## src/rtl/mul_share_arb.sv

```systemverilog
// mul_share_arb
// Round-robin arbiter and sequencer that time-shares one external combinational
// W x W unsigned multiplier among NREQ requesters. Each operation walks
// IDLE -> CALC -> RESP -> IDLE: the winner's operands are latched on
// acceptance, presented to the multiplier for one cycle, and the product is
// returned together with the requester ID on a valid/ready response port.
//
// Ports:
//   clk, rst_n          clock, asynchronous active-low reset
//   req_valid/req_ready per-requester handshake (req_ready is a one-hot grant)
//   req_a, req_b        packed operands, requester i at [i*W +: W]
//   mul_a, mul_b        operands to the shared multiplier (0 outside CALC)
//   mul_p               product returned by the shared multiplier
//   rsp_valid/rsp_ready response handshake; rsp_id, rsp_data hold while valid
//   busy                high whenever an operation is in flight
//   ops_cnt             completed responses, wraps modulo 2**CW
module mul_share_arb #(
  parameter int NREQ = 4,
  parameter int W    = 4,
  parameter int IDW  = 2,
  parameter int CW   = 8
) (
  input  logic              clk,
  input  logic              rst_n,
  input  logic [NREQ-1:0]   req_valid,
  input  logic [NREQ*W-1:0] req_a,
  input  logic [NREQ*W-1:0] req_b,
  output logic [NREQ-1:0]   req_ready,
  output logic [W-1:0]      mul_a,
  output logic [W-1:0]      mul_b,
  input  logic [2*W-1:0]    mul_p,
  output logic              rsp_valid,
  output logic [IDW-1:0]    rsp_id,
  output logic [2*W-1:0]    rsp_data,
  input  logic              rsp_ready,
  output logic              busy,
  output logic [CW-1:0]     ops_cnt
);

  // Width of an index into the requester vectors.
  localparam int PW = (NREQ > 1) ? $clog2(NREQ) : 1;

  typedef enum logic [1:0] {
    IDLE = 2'd0,
    CALC = 2'd1,
    RESP = 2'd2
  } state_t;

  state_t         state, state_nxt;
  logic [IDW-1:0] ptr;
  logic [IDW-1:0] gnt_idx;
  logic           gnt_any;
  logic [W-1:0]   op_a, op_b;
  logic [IDW-1:0] op_id;
  logic           accept;
  logic           complete;

  // Round-robin search: first valid requester starting at ptr, wrapping.
  // NOTE: every variable written in always_comb gets a default first so no
  // path leaves it unassigned, which would otherwise infer a latch.
  always_comb begin : rr_search
    int idx;
    gnt_any = 1'b0;
    gnt_idx = '0;
    idx     = 0;
    for (int k = 0; k < NREQ; k++) begin
      idx = int'(ptr) + k;
      if (idx >= NREQ) idx = idx - NREQ;
      if (!gnt_any && req_valid[PW'(idx)]) begin
        gnt_any = 1'b1;
        gnt_idx = IDW'(idx);
      end
    end
  end

  assign accept   = (state == IDLE) && gnt_any;
  assign complete = (state == RESP) && rsp_ready;

  // The grant is gated by rst_n so every output reads 0 while reset is held,
  // even though requesters may already be presenting valid requests.
  assign req_ready = (rst_n && accept) ? (NREQ'(1) << gnt_idx) : '0;
  assign mul_a     = (state == CALC) ? op_a : '0;
  assign mul_b     = (state == CALC) ? op_b : '0;
  assign busy      = (state != IDLE);

  // NOTE: sequential state uses non-blocking assignments so every register
  // samples the pre-edge values, independent of statement order.
  always_ff @(posedge clk or negedge rst_n) begin
    if (!rst_n) state <= IDLE;
    else        state <= state_nxt;
  end

  always_comb begin
    state_nxt = state;
    unique case (state)
      IDLE:    if (gnt_any)   state_nxt = CALC;
      CALC:                   state_nxt = RESP;
      RESP:    if (rsp_ready) state_nxt = IDLE;
      default:                state_nxt = IDLE;
    endcase
  end

  // Datapath registers. A reset mid-operation simply clears everything, so an
  // in-flight operation never produces a response.
  always_ff @(posedge clk or negedge rst_n) begin
    if (!rst_n) begin
      ptr       <= '0;
      op_a      <= '0;
      op_b      <= '0;
      op_id     <= '0;
      rsp_valid <= 1'b0;
      rsp_id    <= '0;
      rsp_data  <= '0;
      ops_cnt   <= '0;
    end else begin
      if (accept) begin
        op_a  <= req_a[gnt_idx*W +: W];
        op_b  <= req_b[gnt_idx*W +: W];
        op_id <= gnt_idx;
        ptr   <= (gnt_idx == IDW'(NREQ-1)) ? '0 : gnt_idx + 1'b1;
      end
      if (state == CALC) begin
        rsp_data  <= mul_p;
        rsp_id    <= op_id;
        rsp_valid <= 1'b1;
      end
      if (complete) begin
        rsp_valid <= 1'b0;
        ops_cnt   <= ops_cnt + 1'b1;
      end
    end
  end

endmodule

```

## config.mk

```make
export PLATFORM = sky130hd
export DESIGN_NAME = mul_share_arb
export DESIGN_NICKNAME = d
export VERILOG_FILES = /design/src/rtl/mul_share_arb.sv
export SDC_FILE = /design/constraint.sdc
export NUM_CORES = 1
export LEC_CHECK = 0
export BUFFER_PORTS_ARGS = -buffer_cell sky130_fd_sc_hd__buf_4
export CAP_MARGIN = 20
export CORE_AREA = 3 3 61 91
export CTS_BUF_LIST = sky130_fd_sc_hd__clkbuf_16
export CTS_CLUSTER_DIAMETER = 60
export CTS_CLUSTER_SIZE = 40
export DETAILED_ROUTE_END_ITERATION = 6
export DIE_AREA = 0 0 64 94
export PLACE_DENSITY = 0.67
export SETUP_SLACK_MARGIN = 0.15
export SYNTH_ARGS = -nofsm -noshare
export SYNTH_HDL_FRONTEND = slang
export SYNTH_SLANG_ARGS = --single-unit
```

## constraint.sdc

```tcl
create_clock -name clk -period 2.4 [get_ports clk]
set_clock_uncertainty 0.2 [all_clocks]
set_input_delay 0.36 -clock clk [delete_from_list [all_inputs] [get_ports clk]]
set_output_delay 0.36 -clock clk [all_outputs]
set_load 0.01 [all_outputs]
```

Yosys cells after proc, flatten, opt, wreduce, memory -nomap -nowiden
Cells that the tools add are included.
{ "word_totals": {"register_bits": 33, "latchBits": 0, "mem_bits_rw": 0, "romBits": 0, "input_bits": 47, "output_inout_bits": 32, "word_cells": 80, "memories": 0} }
{ "op_classes": {"addsub": 9, "multipliers": 0, "div_mod_pow": 0, "order_cmp": 8, "eq_ne": 5, "shift": 3, "muxes": 33, "n_bitwise": 0, "n_reduce_logical": 13} }
{ "ops": {"columns": ["cell", "n"], "rows": [
  ["$shiftx 16x5->4", 2],
  ["$mux 2", 11],
  ["$lt 2x4->1 const B", 4],
  ["$mux 1", 14],
  ["$mux 4", 3],
  ["$ge 3x3->1 const B", 3],
  ["$add 8x1->8 const B", 1],
  ["$bmux 1 s2", 4],
  ["$sub 2x1->2 const B", 4],
  ["$add 2x2->3 const B", 2],
  ["$logic_and 1x1->1", 6],
  ["$pmux 2 s3", 1],
  ["$eq 2x2->1 const B", 2],
  ["$ne 2x2->1 const B", 2],
  ["$reduce_bool 2->1", 2],
  ["$shl 1x2->4 const A", 1],
  ["$add 2x1->3 const B", 1],
  ["$ge 2x3->1 const B", 1],
  ["$logic_not 1->1", 3],
  ["$add 2x1->2 const B", 1],
  ["$eq 2x1->1 const B", 1],
  ["$logic_not 2->1", 1],
  ["$reduce_and 2->1", 1]
]} }

Longest topological paths before layout
{ "logic_depth": {"word_depth": 18, "ltp_mapped": 6, "mapped_depth_nobuf": 5} }

Worst setup path before layout
Ideal clock, no wire load.
{ "synth_timing": {"kind": "input port to output port", "from": "in req_valid[2]", "to": "out req_ready[2]", "t_arrival_ps": 1362, "required_ps": 1840, "slack_ps": 478, "stages": 6, "n_path_buf": 1, "cell_sequence": "inv_1 -> o22ai_1 -> a211o_1 -> buf_6 -> ha_1 -> and3_1"} }
{ "synth_between": {"elab_chain_len": 16, "elab_cells_between_ends": 30, "cone_classes": "1 x shift; 21 x mux; 8 x reduce/logical"} }
{ "synth_rtl": {"columns": ["item", "line", "rtl"], "rows": [
  ["start: declaration", "25", "input logic [NREQ-1:0] req_valid,"],
  ["$bmux 1 s2", "69", "if (!gnt_any && req_valid[PW'(idx)]) begin"],
  ["$mux 1 (not written as such) (2 in a row)", "69", null],
  ["$mux 1", "69", null],
  ["$logic_not 1->1", "69", null],
  ["$logic_and 1x1->1", "69", null],
  ["$mux 1", "69", null],
  ["$logic_not 1->1", "69", null],
  ["$logic_and 1x1->1", "69", null],
  ["$mux 1", "69", null],
  ["$logic_not 1->1", "69", null],
  ["$logic_and 1x1->1", "69", null],
  ["$mux 1", "69", null],
  ["$logic_and 1x1->1", "76", "assign accept = (state == IDLE) && gnt_any;"],
  ["$logic_and 1x1->1", "81", "assign req_ready = (rst_n && accept) ? (NREQ'(1) << gnt_idx) : '0;"],
  ["$mux 4 *", "81", null],
  ["end: declaration", "28", "output logic [NREQ-1:0] req_ready,"]
]} }
Every way passes the cells marked *; elsewhere a longest branch is shown, timed or not. The select of a mux whose other input is x is not followed.

Final worst setup path
{ "layout_timing": {"from": "reg ptr[0]", "to": "out req_ready[2]"} }
{ "layout_between": {"elab_chain_len": 18, "elab_cells_between_ends": 45, "cone_classes": "7 x add/sub; 4 x order compare; 1 x shift; 25 x mux; 8 x reduce/logical"} }
{ "layout_rtl": {"columns": ["item", "line", "rtl"], "rows": [
  ["start: declaration", "50", "logic [IDW-1:0] ptr;"],
  ["start signal: assignment", "120", "ptr <= (gnt_idx == IDW'(NREQ-1)) ? '0 : gnt_idx + 1'b1;"],
  ["parallel branches: the longest is 17 deep, another holds $add 2x1->3", null, null],
  ["$mux 4 *", "81", null]
]} }
Mark *: on every way between the ends. The select of a mux whose other input is x is not followed.

==> run_results.csv <==
group,metric,value,unit
outcome,outcome,"finished, final reports clean",
clock_network,tritoncts,"yes",
synthesis,synth.yosys.warnings,0,
setup_path,critical_path_required,1840,ps
synthesis,syn-num-nets,213,
layout,layout.cell_area.non_filler,2540,µm²
floorplan,pin_count,79,
layout,syn_to_final_growth,51.8,%
global_routing,globalRouteOverflowTotal,0,
place,placedInstanceArea,2310,µm²
sta,period_share,92.6,%
place,gp_routability_congestion,0.703,
synthesis,synth_enable_flop_cells,0,
floorplan,die_w,64,µm
sta,tightestPinTransition,400,ps
synthesis,synthTopCellsByCount,"sky130_fd_sc_hd__nand2_1, sky130_fd_sc_hd__dfrtp_1, sky130_fd_sc_hd__mux2i_1",
route,totalWireLength,4030,µm
synthesis,yosysMostFrequentCell,"sky130_fd_sc_hd__nand2_1",
sta,timing.setup.tns,0,ps
clock_network,worstSkewPairLatency,270,ps
clock_network,cts_inserted_buffers,5,
global_routing,met3_track_utilization_from_global_routing,4.31,%
setup_path,timing.critical_path.from,"ptr[0]",
synthesis,synth_cell_types,33,
hold_path,kind_of_path_behind_the_tightest_hold_check,"in2reg",
synthesis,async_flop_share,100,%
layout,num-nets-final,302,
route,detail_route.vias_per_cell,4.70,
setup_path,worstPathArrival,1660,ps
sta,layout_setup_ws,178,ps
hold_path,hold_path.startpoint,"mul_p[0]",
global_routing,gr-max-usage-layer,"met2",
sta,maxClockFrequency,450,MHz
layout,nFillCells,479,
setup_path,crit_path_start_kind,"register",
place,place_hpwl,3050,µm
floorplan,fp.dieH,94,µm
setup_path,ws_path_type,"reg2out",
pwr,power.leakage,1.35,nW
layout,diodes,0,
global_routing,maximum_number_of_pins_on_one_net_before_global_route_repair,23,
sta,final.min_clock_period,2220,ps
setup_path,rr_startpoint,"ptr[0]",
synthesis,synth_largest_area_cell,"sky130_fd_sc_hd__dfrtp_1",
sta,rsz0062_at_grt,"true",
synthesis,synth.avg_cell_area,10.2,µm²
sta,slew_headroom,73.2,%
global_routing,antenna_violations_before_repair,0,
route,drtAntennaViolNets,0,
pwr,pwr_density_cell,1160,nW/µm²
global_routing,grt_pass1_wl,6570,µm
sta,timing.final.setup_violations,0,
pwr,peakVddDrop,557,µV
clock_network,clk_path_buf_depth,2,
place,port_buf_inserts,78,
flow_run,cap_viol_max_count,0,
route,routedWlPerCell,12.6,µm
synthesis,mappedNetlistArea,1670,µm²
clock_network,clock_sink_count,33,
clock_network,worst_setup_hold_path_clk_slew,50,ps
floorplan,area_of_the_placeable_core,4850,µm²
global_routing,grt_use_total,13.8,%
global_routing,met2_usage,23.3,%
route,detail_route.drc_violations,0,
setup_path,worstPathMaxFanout,5,
route,starting_drt_drc_count,41,
route,vias,1499,
layout,regArea,826,µm²
place,post-place-ws,294,ps
layout,total_area_of_multi_input_combinational_cells,801,µm²
sta,finalHoldViolations,0,
global_routing,grt_util_met1,16.9,%
clock_network,cts_root_buffer,"sky130_fd_sc_hd__clkbuf_16",
layout,drive_gt1_share,41.9,%
sta,max_slew_violations,0,
synthesis,primary_flip_flop_cell_chosen_by_synthesis_mapping,"sky130_fd_sc_hd__dfrtp_1",
synthesis,yosys_register_bits,33,
route,drtPass1Iterations,4,
floorplan,fp.dieArea,6020,µm²
floorplan,start_util,34.5,%
synthesis,synth.yosys.seq_area_share,49.4,%
layout,final_core_util,52.3,%
setup_path,worstSetupEndpointType,"output pin",
clock_network,htree_levels,2,
floorplan,core.rowCount,31,
global_routing,first_global_vias,1372,
synthesis,largest_cells_by_area_after_synthesis,"sky130_fd_sc_hd__dfrtp_1, sky130_fd_sc_hd__nand2_1, sky130_fd_sc_hd__mux2i_1, sky130_fd_sc_hd__o221ai_1, sky130_fd_sc_hd__and2_1",
synthesis,synth_largest_type_area_fraction,49.4,%
synthesis,syn_inst,164,
## cell families after synthesis
kind of cell | after synthesis | share of synthesized area [%]
compound gates | 21 | 9.89
xor+xnor | 7 | 3.67
fa+ha+maj | 2 | 1.50
buf+inv | 11 | 3.89
flops | 33 | 49.4
mux | 17 | 10.3
simple gates | 73 | 21.3
## final timing paths
| check | to | slack [ps] | depth (start not counted) |
|---|---|---|---|
| min in group asynchronous | op_id[0] | 300 | 2 |
| max | req_ready[2] | 180 | 6 |
| min reg2reg | ops_cnt[7] | 270 | 1 |
| min | rsp_data[0] | 80 | 3 |
| max reg2reg | op_a[0] | 480 | 6 |
| max in group asynchronous | rsp_data[6] | 1250 | 3 |
## per-stage QoR
stage / hold WS, ps / cells / total power, mW
4_1_cts: 73.9 / 314 / 2.91
5_1_grt: 95.2 / 319 / 3.17
3_5_place_dp: 61.5 / 304 / 2.28
2_1_floorplan: -136 / 164 / 1.78
6_report: 79.7 / 319 / 2.94
3_3_place_gp: 62.1 / 304 / 2.26
## critical path, stage by stage, from the launching register on
cell                       delay [ps]
sky130_fd_sc_hd__dfrtp_1          380
sky130_fd_sc_hd__nand2b_4         140
sky130_fd_sc_hd__a21oi_2           50
sky130_fd_sc_hd__a211o_1          350
sky130_fd_sc_hd__ha_2             200
sky130_fd_sc_hd__and3_4           160
sky130_fd_sc_hd__buf_6            110
## repair_timing
action                                 in CTS  in global routing
setup endpoints to repair                   9                  4
buffers inserted                            2                  5
resized for setup                           1                  6
endpoints found under the hold margin      17                  0
hold buffers                                1                  0
pin swaps                                   1                  7
gates cloned                                0                  0
## registers in the layout, indices dropped and copies added (netlist names)
signal     flops
ptr            2
op_a           4
state          2
op_b           4
op_id          2
ops_cnt        8
rsp_valid      1
rsp_data       8
rsp_id         2
## power breakdown
part	switching, mW	internal, mW
clock	0.207	0.370
combinational	0.673	0.723
sequential	0.160	0.804
## metal layers
layer  wire length (µm)  part of all wire [%]  up-vias
met4                 34                  0.84        0
met2               2050                    51       68
li1                   -                     -      734
met1               1590                    39      693
met5                  0                     0        -
met3                359                   8.9        4
## layout by cell type, fill, tap and decap left out, drive strengths merged, types with 5 or more instances in the layout
master,instances
nor2,5
clkbuf,5
mux2i,16
dfrtp,33
and2,8
nand2b,5
buf,88
nand2,43
o221ai,8
## layout make-up
type	instances	share of cell area [%]
Inverter	4	0.641
Tap cell	66	3.26
Multi-Input combinational cell	120	31.6
Clock inverter	2	0.296
Timing Repair Buffer	89	26.7
Clock buffer	5	4.93
Sequential cell	33	32.6
Power figures use the tool's default switching activity.
